## config.mk

```make
export PLATFORM = sky130hd
export DESIGN_NAME = mult_div_unit
export DESIGN_NICKNAME = d
export VERILOG_FILES = /design/src/rtl/mult_div_unit.sv
export SDC_FILE = /design/constraint.sdc
export NUM_CORES = 1
export LEC_CHECK = 0
export CAP_MARGIN = 15
export CORE_MARGIN = 2
export CORE_UTILIZATION = 40
export CTS_BUF_LIST = sky130_fd_sc_hd__clkbuf_8
export CTS_CLUSTER_DIAMETER = 40
export DETAILED_ROUTE_END_ITERATION = 6
export PLACE_DENSITY = 0.61
export SKIP_CTS_REPAIR_TIMING = 1
export SYNTH_ARGS = -nofsm -noshare
export SYNTH_HDL_FRONTEND = slang
export SYNTH_SLANG_ARGS = --single-unit
```

## constraint.sdc

```tcl
create_clock -name clock -period 4.4 [get_ports clock]
set_input_delay 0.88 -clock clock [delete_from_list [all_inputs] [get_ports clock]]
set_output_delay 0.88 -clock clock [all_outputs]
set_load 0.005 [all_outputs]
```

## src/rtl/mult_div_unit.sv

```systemverilog
// Iterative signed/unsigned multiply and divide unit feeding the HI/LO registers.
// One shift-add or restoring shift-subtract step per cycle, with the sign fixed up at the end.
module mult_div_unit #(
    parameter int WIDTH = 32,
    parameter int CNT_W = $clog2(WIDTH + 1)
) (
    input  logic             clock,
    input  logic             reset,
    input  logic             start,
    input  logic [1:0]       op,
    input  logic [WIDTH-1:0] a,
    input  logic [WIDTH-1:0] b,
    output logic [WIDTH-1:0] hi,
    output logic [WIDTH-1:0] lo,
    output logic             busy,
    output logic             done,
    output logic             div_by_zero
);

    localparam logic [1:0] IDLE = 2'd0;
    localparam logic [1:0] RUN  = 2'd1;
    localparam logic [1:0] FIX  = 2'd2;
    localparam logic [1:0] DONE = 2'd3;

    localparam logic [WIDTH-1:0]   ONE  = WIDTH'(1);
    localparam logic [2*WIDTH-1:0] ONE2 = (2 * WIDTH)'(1);

    logic [1:0]         state;
    logic [CNT_W-1:0]   count;
    logic               isDiv;
    logic               negQ;
    logic               negR;
    logic               dbzFlag;
    logic [WIDTH-1:0]   opA;
    logic [WIDTH-1:0]   opB;
    logic [WIDTH-1:0]   accHi;
    logic [WIDTH-1:0]   accLo;

    logic               opSigned;
    logic               aNeg;
    logic               bNeg;
    logic [WIDTH-1:0]   aMag;
    logic [WIDTH-1:0]   bMag;
    logic [WIDTH:0]     mulSum;
    logic [WIDTH:0]     divShift;
    logic [WIDTH:0]     divDiff;
    logic [2*WIDTH-1:0] product;
    logic [2*WIDTH-1:0] productFix;
    logic [WIDTH-1:0]   quotFix;
    logic [WIDTH-1:0]   remFix;

    // Operands are reduced to magnitudes at accept time so the datapath is purely unsigned.
    always_comb begin
        opSigned   = ~op[0];
        aNeg       = opSigned & a[WIDTH-1];
        bNeg       = opSigned & b[WIDTH-1];
        aMag       = aNeg ? (~a + ONE) : a;
        bMag       = bNeg ? (~b + ONE) : b;
        mulSum     = {1'b0, accHi} + (accLo[0] ? {1'b0, opA} : '0);
        divShift   = {accHi, accLo[WIDTH-1]};
        divDiff    = divShift - {1'b0, opB};
        product    = {accHi, accLo};
        productFix = negQ ? (~product + ONE2) : product;
        quotFix    = negQ ? (~accLo + ONE) : accLo;
        remFix     = negR ? (~accHi + ONE) : accHi;
    end

    // For multiply accLo starts as the multiplier and fills with product bits;
    // for divide it starts as the dividend and fills with quotient bits.
    always_ff @(posedge clock or negedge reset) begin
        if (!reset) begin
            state   <= IDLE;
            count   <= '0;
            isDiv   <= 1'b0;
            negQ    <= 1'b0;
            negR    <= 1'b0;
            dbzFlag <= 1'b0;
            opA     <= '0;
            opB     <= '0;
            accHi   <= '0;
            accLo   <= '0;
            hi      <= '0;
            lo      <= '0;
        end else begin
            case (state)
                IDLE: begin
                    if (start) begin
                        isDiv <= op[1];
                        negQ  <= aNeg ^ bNeg;
                        negR  <= aNeg;
                        opA   <= aMag;
                        opB   <= bMag;
                        accHi <= '0;
                        accLo <= op[1] ? aMag : bMag;
                        count <= CNT_W'(WIDTH);
                        if (op[1] && (b == '0)) begin
                            hi      <= a;
                            lo      <= '1;
                            dbzFlag <= 1'b1;
                            state   <= DONE;
                        end else begin
                            dbzFlag <= 1'b0;
                            state   <= RUN;
                        end
                    end
                end
                RUN: begin
                    if (isDiv) begin
                        accHi <= divDiff[WIDTH] ? divShift[WIDTH-1:0] : divDiff[WIDTH-1:0];
                        accLo <= {accLo[WIDTH-2:0], ~divDiff[WIDTH]};
                    end else begin
                        accHi <= mulSum[WIDTH:1];
                        accLo <= {mulSum[0], accLo[WIDTH-1:1]};
                    end
                    count <= count - CNT_W'(1);
                    if (count == CNT_W'(1)) begin
                        state <= FIX;
                    end
                end
                FIX: begin
                    if (isDiv) begin
                        hi <= remFix;
                        lo <= quotFix;
                    end else begin
                        {hi, lo} <= productFix;
                    end
                    state <= DONE;
                end
                default: begin
                    state <= IDLE;
                end
            endcase
        end
    end

    assign busy        = (state != IDLE);
    assign done        = (state == DONE);
    assign div_by_zero = (state == DONE) & dbzFlag;

endmodule
```

==> out/metrics.cfg, run 1 <==
[sta]
finalSetupTns_ps=0
post-route-period-util_pct=92.5
slew_headroom_pct=34.1
final_max_slew_viol_count=0
fin_ws_ps=331
max_freq_mhz=246
finalSetupViolations=0
hold_violations=0
rsz0062_at_grt=no
worst_pin_slew_ps=984
min_period_ps=4070
skew_ps=36.9

[final_layout]
seq_area_um2=5110
multi_input_area_um2=10400
fillers=3895
area_growth_pct=18.7
post-route-util_pct=48.3
diodes=0
layout.nets=2272
layout-drive-gt1-share_pct=8.12

[synthesis]
netlist_instances=2005
synth_top_area_cell=dfrtp_1
synth_ff_type=dfrtp_1
synth_top_cell_area_share_pct=31.5
ys_ff_latch=204
ys_seq_area_share_pct=31.5
yosys_warnings=0
async_flop_share_pct=100
synth.cell_area_um2=16200
synth.distinct_cells=77
syn-num-nets=2151
synth.area.top_cells=dfrtp_1 (32%), xnor2_1 (6.2%), ha_1 (5.8%)
syn_area_per_cell_um2=8.08
synth_edf_count=0

[pwr]
powerDensity_nw_per_um2=758
leakagePower_nw=8.06
peakVddDrop_mv=0.453

[clock_network]
cts_made_buffers=43
htreeDepth=2
path_clk_slew_ps=60
cts_tree=built
clk_latency_ps=600
cts_root_buffer=clkbuf_8
cts_sinks=204
clockBufferDepth=3

[critical_path]
endpoint_kind=register
critPathLaunch=accLo[31]
critical_path_class=register to register
rr_endpoint=accHi[24]
r2r-start=accLo[31]
worst_setup_path_start_kind=register
reg2regPathDepth=12
crit_required_ps=4850
cp.arrival_ps=4520
crit_path_end=accHi[24]
crit_path_max_fanout=3
r2r_slack_ps=330

[floorplanning]
placementRows=73
start_util_pct=40.7
core-area_um2=39800
ioPinCount=136
dieArea_um2=42100
dieHeight_um=205
die_w_um=205

[placement]
gp_congestion=0.974
io_buffer_count=135
dpl.hpwl_um=44900
place_ws_ps=89.6

[grt]
antenna_found_initial=0
grt_pass1_vias=14800
grt_first_pass_wirelength_um=88300
track_usage_pct=27.3
grt_max_degree=95
grt-ovfl-total=0

[route]
routed_wl_um=58400
num_vias=16000
via_per_inst=5.97
ant_nets=0
initialDrtViolationCount=1704
route.detailed.drc=0
firstDrtPassIters=6
wl_per_cell_um=21.8

[run_status]
status=complete, no violations

[run]
maxCapViolations=0

[min_path]
hold_class=primary input to asynchronous set/reset pin

-- placed cells by master, fill, tap and decap left out, types with 49 or more instances in the layout --
master and count:
mux2i_1 68, o21ai_0 169, inv_1 83, a21oi_1 176, clkdlybuf4s50_1 134, nand2_1 219, a31oi_1 49, dfrtp_1 203
xor2_1 57, xnor2_1 115, buf_4 63, nor2_1 150, clkbuf_8 54, ha_1 74
-- sequential cells by signal (all words and copies together), names as in the netlist --
register / count
accHi: 32
accLo: 32
hi: 32
lo: 32
opA: 32
opB: 32
count: 6
state: 2
dbzFlag: 1
isDiv: 1
negQ: 1
negR: 1
-- logic make-up after synthesis --
| logic type | share of synthesized area (%) |
|---|---|
| and+or+nand+nor | 19.7 |
| DFF | 31.5 |
| xor gates and xnor gates | 9.35 |
| AOI/OAI and AO/OA | 23.5 |
| buffers and inverters | 4.95 |
| adders and majority gates | 6.04 |
| muxes | 4.90 |
-- critical path, stage by stage (launching register included) --
cell and delay, ps:
dfrtp_1 370, inv_1 110, ha_1 260, fa_1 420, nand2b_1 180, a21oi_1 180, o41ai_1 160, o31ai_1 450
a21oi_1 200, o31ai_1 680, xor2_4 250, mux2_2 360, a221o_1 310
-- worst min-delay path by stage --
stage / cells after the start / slack (ps) / from / end
after CTS: 1 / 380 / reset / lo[3]
after global placement: 2 / 460 / opA[27] / opA[27]
after detailed placement: 2 / 460 / opA[23] / opA[23]
after floorplan: 2 / 440 / opA[27] / opA[27]
final: 1 / 360 / reset / accLo[0]
after global routing: 1 / 420 / reset / accLo[0]
-- power by group --
part	switching (W)	internal [W]
clock	0.000937	0.00126
combinational	0.00519	0.00364
sequential	0.000864	0.00269
total	0.00699	0.00760
-- synth_stat cells (12+ instances only) --
master / instances
a31oi_1: 49
a22oi_1: 21
a21oi_1: 177
inv_1: 76
or3_1: 19
o21ai_0: 170
xor2_1: 58
buf_2: 14
ha_1: 75
o21ai_1: 22
or4_1: 15
nor2_1: 150
o31ai_1: 28
dfrtp_1: 204
o211ai_1: 18
a21o_1: 25
nand3_1: 34
clkbuf_1: 95
nor3b_1: 21
nor3_1: 38
and2_1: 40
nand2_1: 220
nor4_1: 23
nand4_1: 14
mux2i_1: 68
xnor2_1: 115
nand2b_1: 25
o41ai_1: 12
-- metrics by stage --
stage | cell area, um2 | instances | total power, W | hold slack [ps]
finish | 19200 | 2680 | 0.0146 | 360
global route | 19200 | 2680 | 0.0156 | 423
floorplan | 16200 | 2005 | 0.00921 | 438
detailed placement | 18300 | 2605 | 0.0122 | 465
global placement | 18300 | 2605 | 0.0121 | 455
CTS | 19200 | 2679 | 0.0145 | 379
-- per-layer routing --
metal	GRT usage, %	vias up	part of all wire (%)
met5	0.238	-	0
met4	9.35	0	3.5
met3	4.99	92	8.0
met2	42.4	705	44
met1	38.1	7746	44
li1	-	7459	-
-- area by class of cell --
| cell class | instances | share of cell area, % |
|---|---|---|
| repair buffers | 202 | 9.92 |
| clock buffers | 53 | 3.79 |
| multi-input cells | 1598 | 53.8 |
| flip-flops and latches | 204 | 26.6 |
| inverters | 77 | 1.50 |
| well taps | 525 | 3.42 |
| clock inverters | 21 | 0.969 |
No activity file was read; power rests on OpenSTA's default activity.
==> run 2: changes to the inputs <==
Settings changed: CORE_UTILIZATION 40 to 60, PLACE_DENSITY 0.61 to 0.84.
==> run 2 against run 1 <==
Against the previous run: clock power shrank 9.5%; cell count fell by 7.2%; core utilization rose by 22 points; flip-flop and latch count stayed put; worst hold slack improved by 39 ps; register-to-register slack improved by 50 ps; first-iteration DRC count is 20% higher; non-clock buffer count fell by 6; via count is 3.6% higher; critical endpoint is now accHi[16]; combinational power rose by 0.8%; maximum frequency up 1.2%.
==> out/metrics.cfg, run 2 (synthesis gave the netlist of run 1 again) <==
[sta]
worst_hold_slack_ps=399  ; +39.0 ps
max_freq_mhz=249  ; +1.2%
hold_violations=0  ; unchanged
slew_headroom_pct=36.2  ; +2.1 points
min_period_ps=4020  ; -50.0 ps
skew_ps=23.0  ; -13.9 ps
post-route-period-util_pct=91.4  ; -1.1 points
finalSetupViolations=0  ; unchanged
finalSetupTns_ps=0  ; unchanged
rsz0062_at_grt=no
worst_pin_slew_ps=953  ; -31.5 ps
final_max_slew_viol_count=0  ; unchanged

[floorplanning]
core-area_um2=26700  ; -33%
dieArea_um2=28300  ; -33%
placementRows=60  ; -18%
ioPinCount=136  ; unchanged
start_util_pct=60.6  ; +20 points
dieHeight_um=168  ; -18%
die_w_um=168  ; -18%

[pwr]
finalPower_w=0.0145  ; -0.78%
power_frac_clock_pct=13.7  ; -1.4 points
swShare_pct=48.8  ; +0.92 points
peakVddDrop_mv=0.572  ; +26%
pwr-share-seq_pct=24.7  ; +0.4 points
p_sw_w=0.00707  ; +1.1%
leakagePower_nw=7.99  ; -0.79%
powerDensity_nw_per_um2=767  ; +1.1%
internal_power_w=0.00740  ; -2.5%
share_comb_of_total_power_pct=61.5  ; +0.9 points

[critical_path]
crit_required_ps=4790  ; -60 ps
rr_endpoint=accHi[16]
reg2regPathDepth=13  ; +1
endpoint_kind=register
critical_path_class=register to register
cp.arrival_ps=4410  ; -110 ps
crit_path_top_delay_cell=o31ai_1
crit_buf_inv=2  ; +1
crit_path_cell_trace=inv_1, ha_1, fa_1, nand2b_1, a21oi_1, o41ai_1, o31ai_1, a21oi_1, o31ai_1, xor2_4, buf_12, mux2i_1, o221ai_1
max_stage_delay_ps=650  ; -30 ps
r2r-start=accLo[31]
crit_family=compound AO/OA/AOI/OAI gates
r2r_slack_ps=380  ; +50 ps
worst_setup_path_start_kind=register
crit_path_max_fanout=25  ; +22

[placement]
io_buffer_count=135  ; unchanged
place_area_um2=18100  ; -1.4%
gp_congestion=1.05  ; +7.3%
dpl.hpwl_um=43400  ; -3.5%

[route]
initialDrtViolationCount=2047  ; +20%
firstDrtPassIters=6  ; unchanged
route.detailed.drc=0  ; unchanged
ant_nets=0  ; unchanged
num_vias=16600  ; +3.6%
routed_wl_um=57500  ; -1.4%
wl_per_cell_um=23.1  ; +6.2%
via_per_inst=6.67  ; +12%

[run]
maxCapViolations=0  ; unchanged

[grt]
track_usage_pct=40.1  ; +13 points
grt_first_pass_wirelength_um=88500  ; +0.16%
grt_pass1_vias=15500  ; +4.7%
grt-ovfl-total=0  ; unchanged
grt_max_degree=106  ; +12%
antenna_found_initial=2  ; +2

[clock_network]
cts_root_buffer=clkbuf_8
path_clk_slew_ps=60  ; about the same
cts_tree=built
cts_made_buffers=39  ; -9.3%
clk_latency_ps=560  ; -40 ps
clockBufferDepth=3  ; unchanged
cts_sinks=204  ; unchanged
htreeDepth=2  ; unchanged

[run_status]
status=complete, no violations

[final_layout]
layout.nets=2262  ; -0.44%
final_cell_area_um2=18900  ; -1.9%
layout_common_cells=nand2_1 (219), dfrtp_1 (203), a21oi_1 (176)
final_common_cell=nand2_1
area_growth_pct=16.5
layout-drive-gt1-share_pct=7.55  ; -0.57 points

[min_path]
hold_class=primary input to asynchronous set/reset pin

==> run 2: changes by cell type in the layout (fill, tap and decap cells not counted), sizes merged <==
cell,before,now
inv,84,88
bufinv,3,2
clkinvlp,3,4
clkinv,8,7
buf,67,61
diode,0,1
clkbuf,54,47
==> run 2: power groups by stage <==
stage | Clock, W | Combinational [W] | Sequential (W)
after floorplan | 0 | 0.00600 | 0.00321
after global placement | 0 | 0.00849 | 0.00351
after detailed placement | 0 | 0.00862 | 0.00355
after CTS | 0.00200 | 0.00870 | 0.00353
after global routing | 0.00209 | 0.00961 | 0.00365
final | 0.00199 | 0.00890 | 0.00358
==> run 2: how the worst max path moves through the flow <==
stage	start	endpoint	slack (ps)	cells after the start
after floorplan	b[6]	lo[25]	860	10
after global placement	b[5]	lo[27]	250	10
after detailed placement	b[12]	lo[6]	180	11
after CTS	accLo[31]	accHi[30]	430	14
after global routing	accLo[31]	accHi[30]	230	14
final	accLo[31]	accHi[16]	380	13
==> run 2: area by class of cell <==
type,instances,area (um2)
clock buffer,46,633
fill,2124,7850
timing repair buffer,196,1890
inverter,77,289
tap,341,427
antenna,1,2.50
multi-input combinational,1598,10300
clock inverter,24,180
sequential,204,5110
==> run 2: metal layers <==
metal	vias to the layer above	track usage [%]	routed length, um
met5	-	0	11
met4	2	17.7	2740
met3	192	7.48	6260
met2	1074	62.3	25600
met1	7849	54.9	23000
li1	7465	-	-
==> run 2: through the flow <==
stage | utilization, % | setup slack [ps] | cells
after floorplan | - | 861 | 2005
after global placement | 67.6 | 255 | 2416
after detailed placement | 67.6 | 180 | 2416
after CTS | 70.6 | 429 | 2486
after global routing | 70.6 | 228 | 2486
final | 70.6 | 381 | 2487
==> run 2: worst reg2reg max path, cell delays in order, from the launching register on <==
cell	delay, ps
dfrtp_1	370
inv_1	70
ha_1	250
fa_1	430
nand2b_1	180
a21oi_1	210
o41ai_1	200
o31ai_1	390
a21oi_1	180
o31ai_1	660
xor2_4	260
buf_12	240
mux2i_1	270
o221ai_1	150
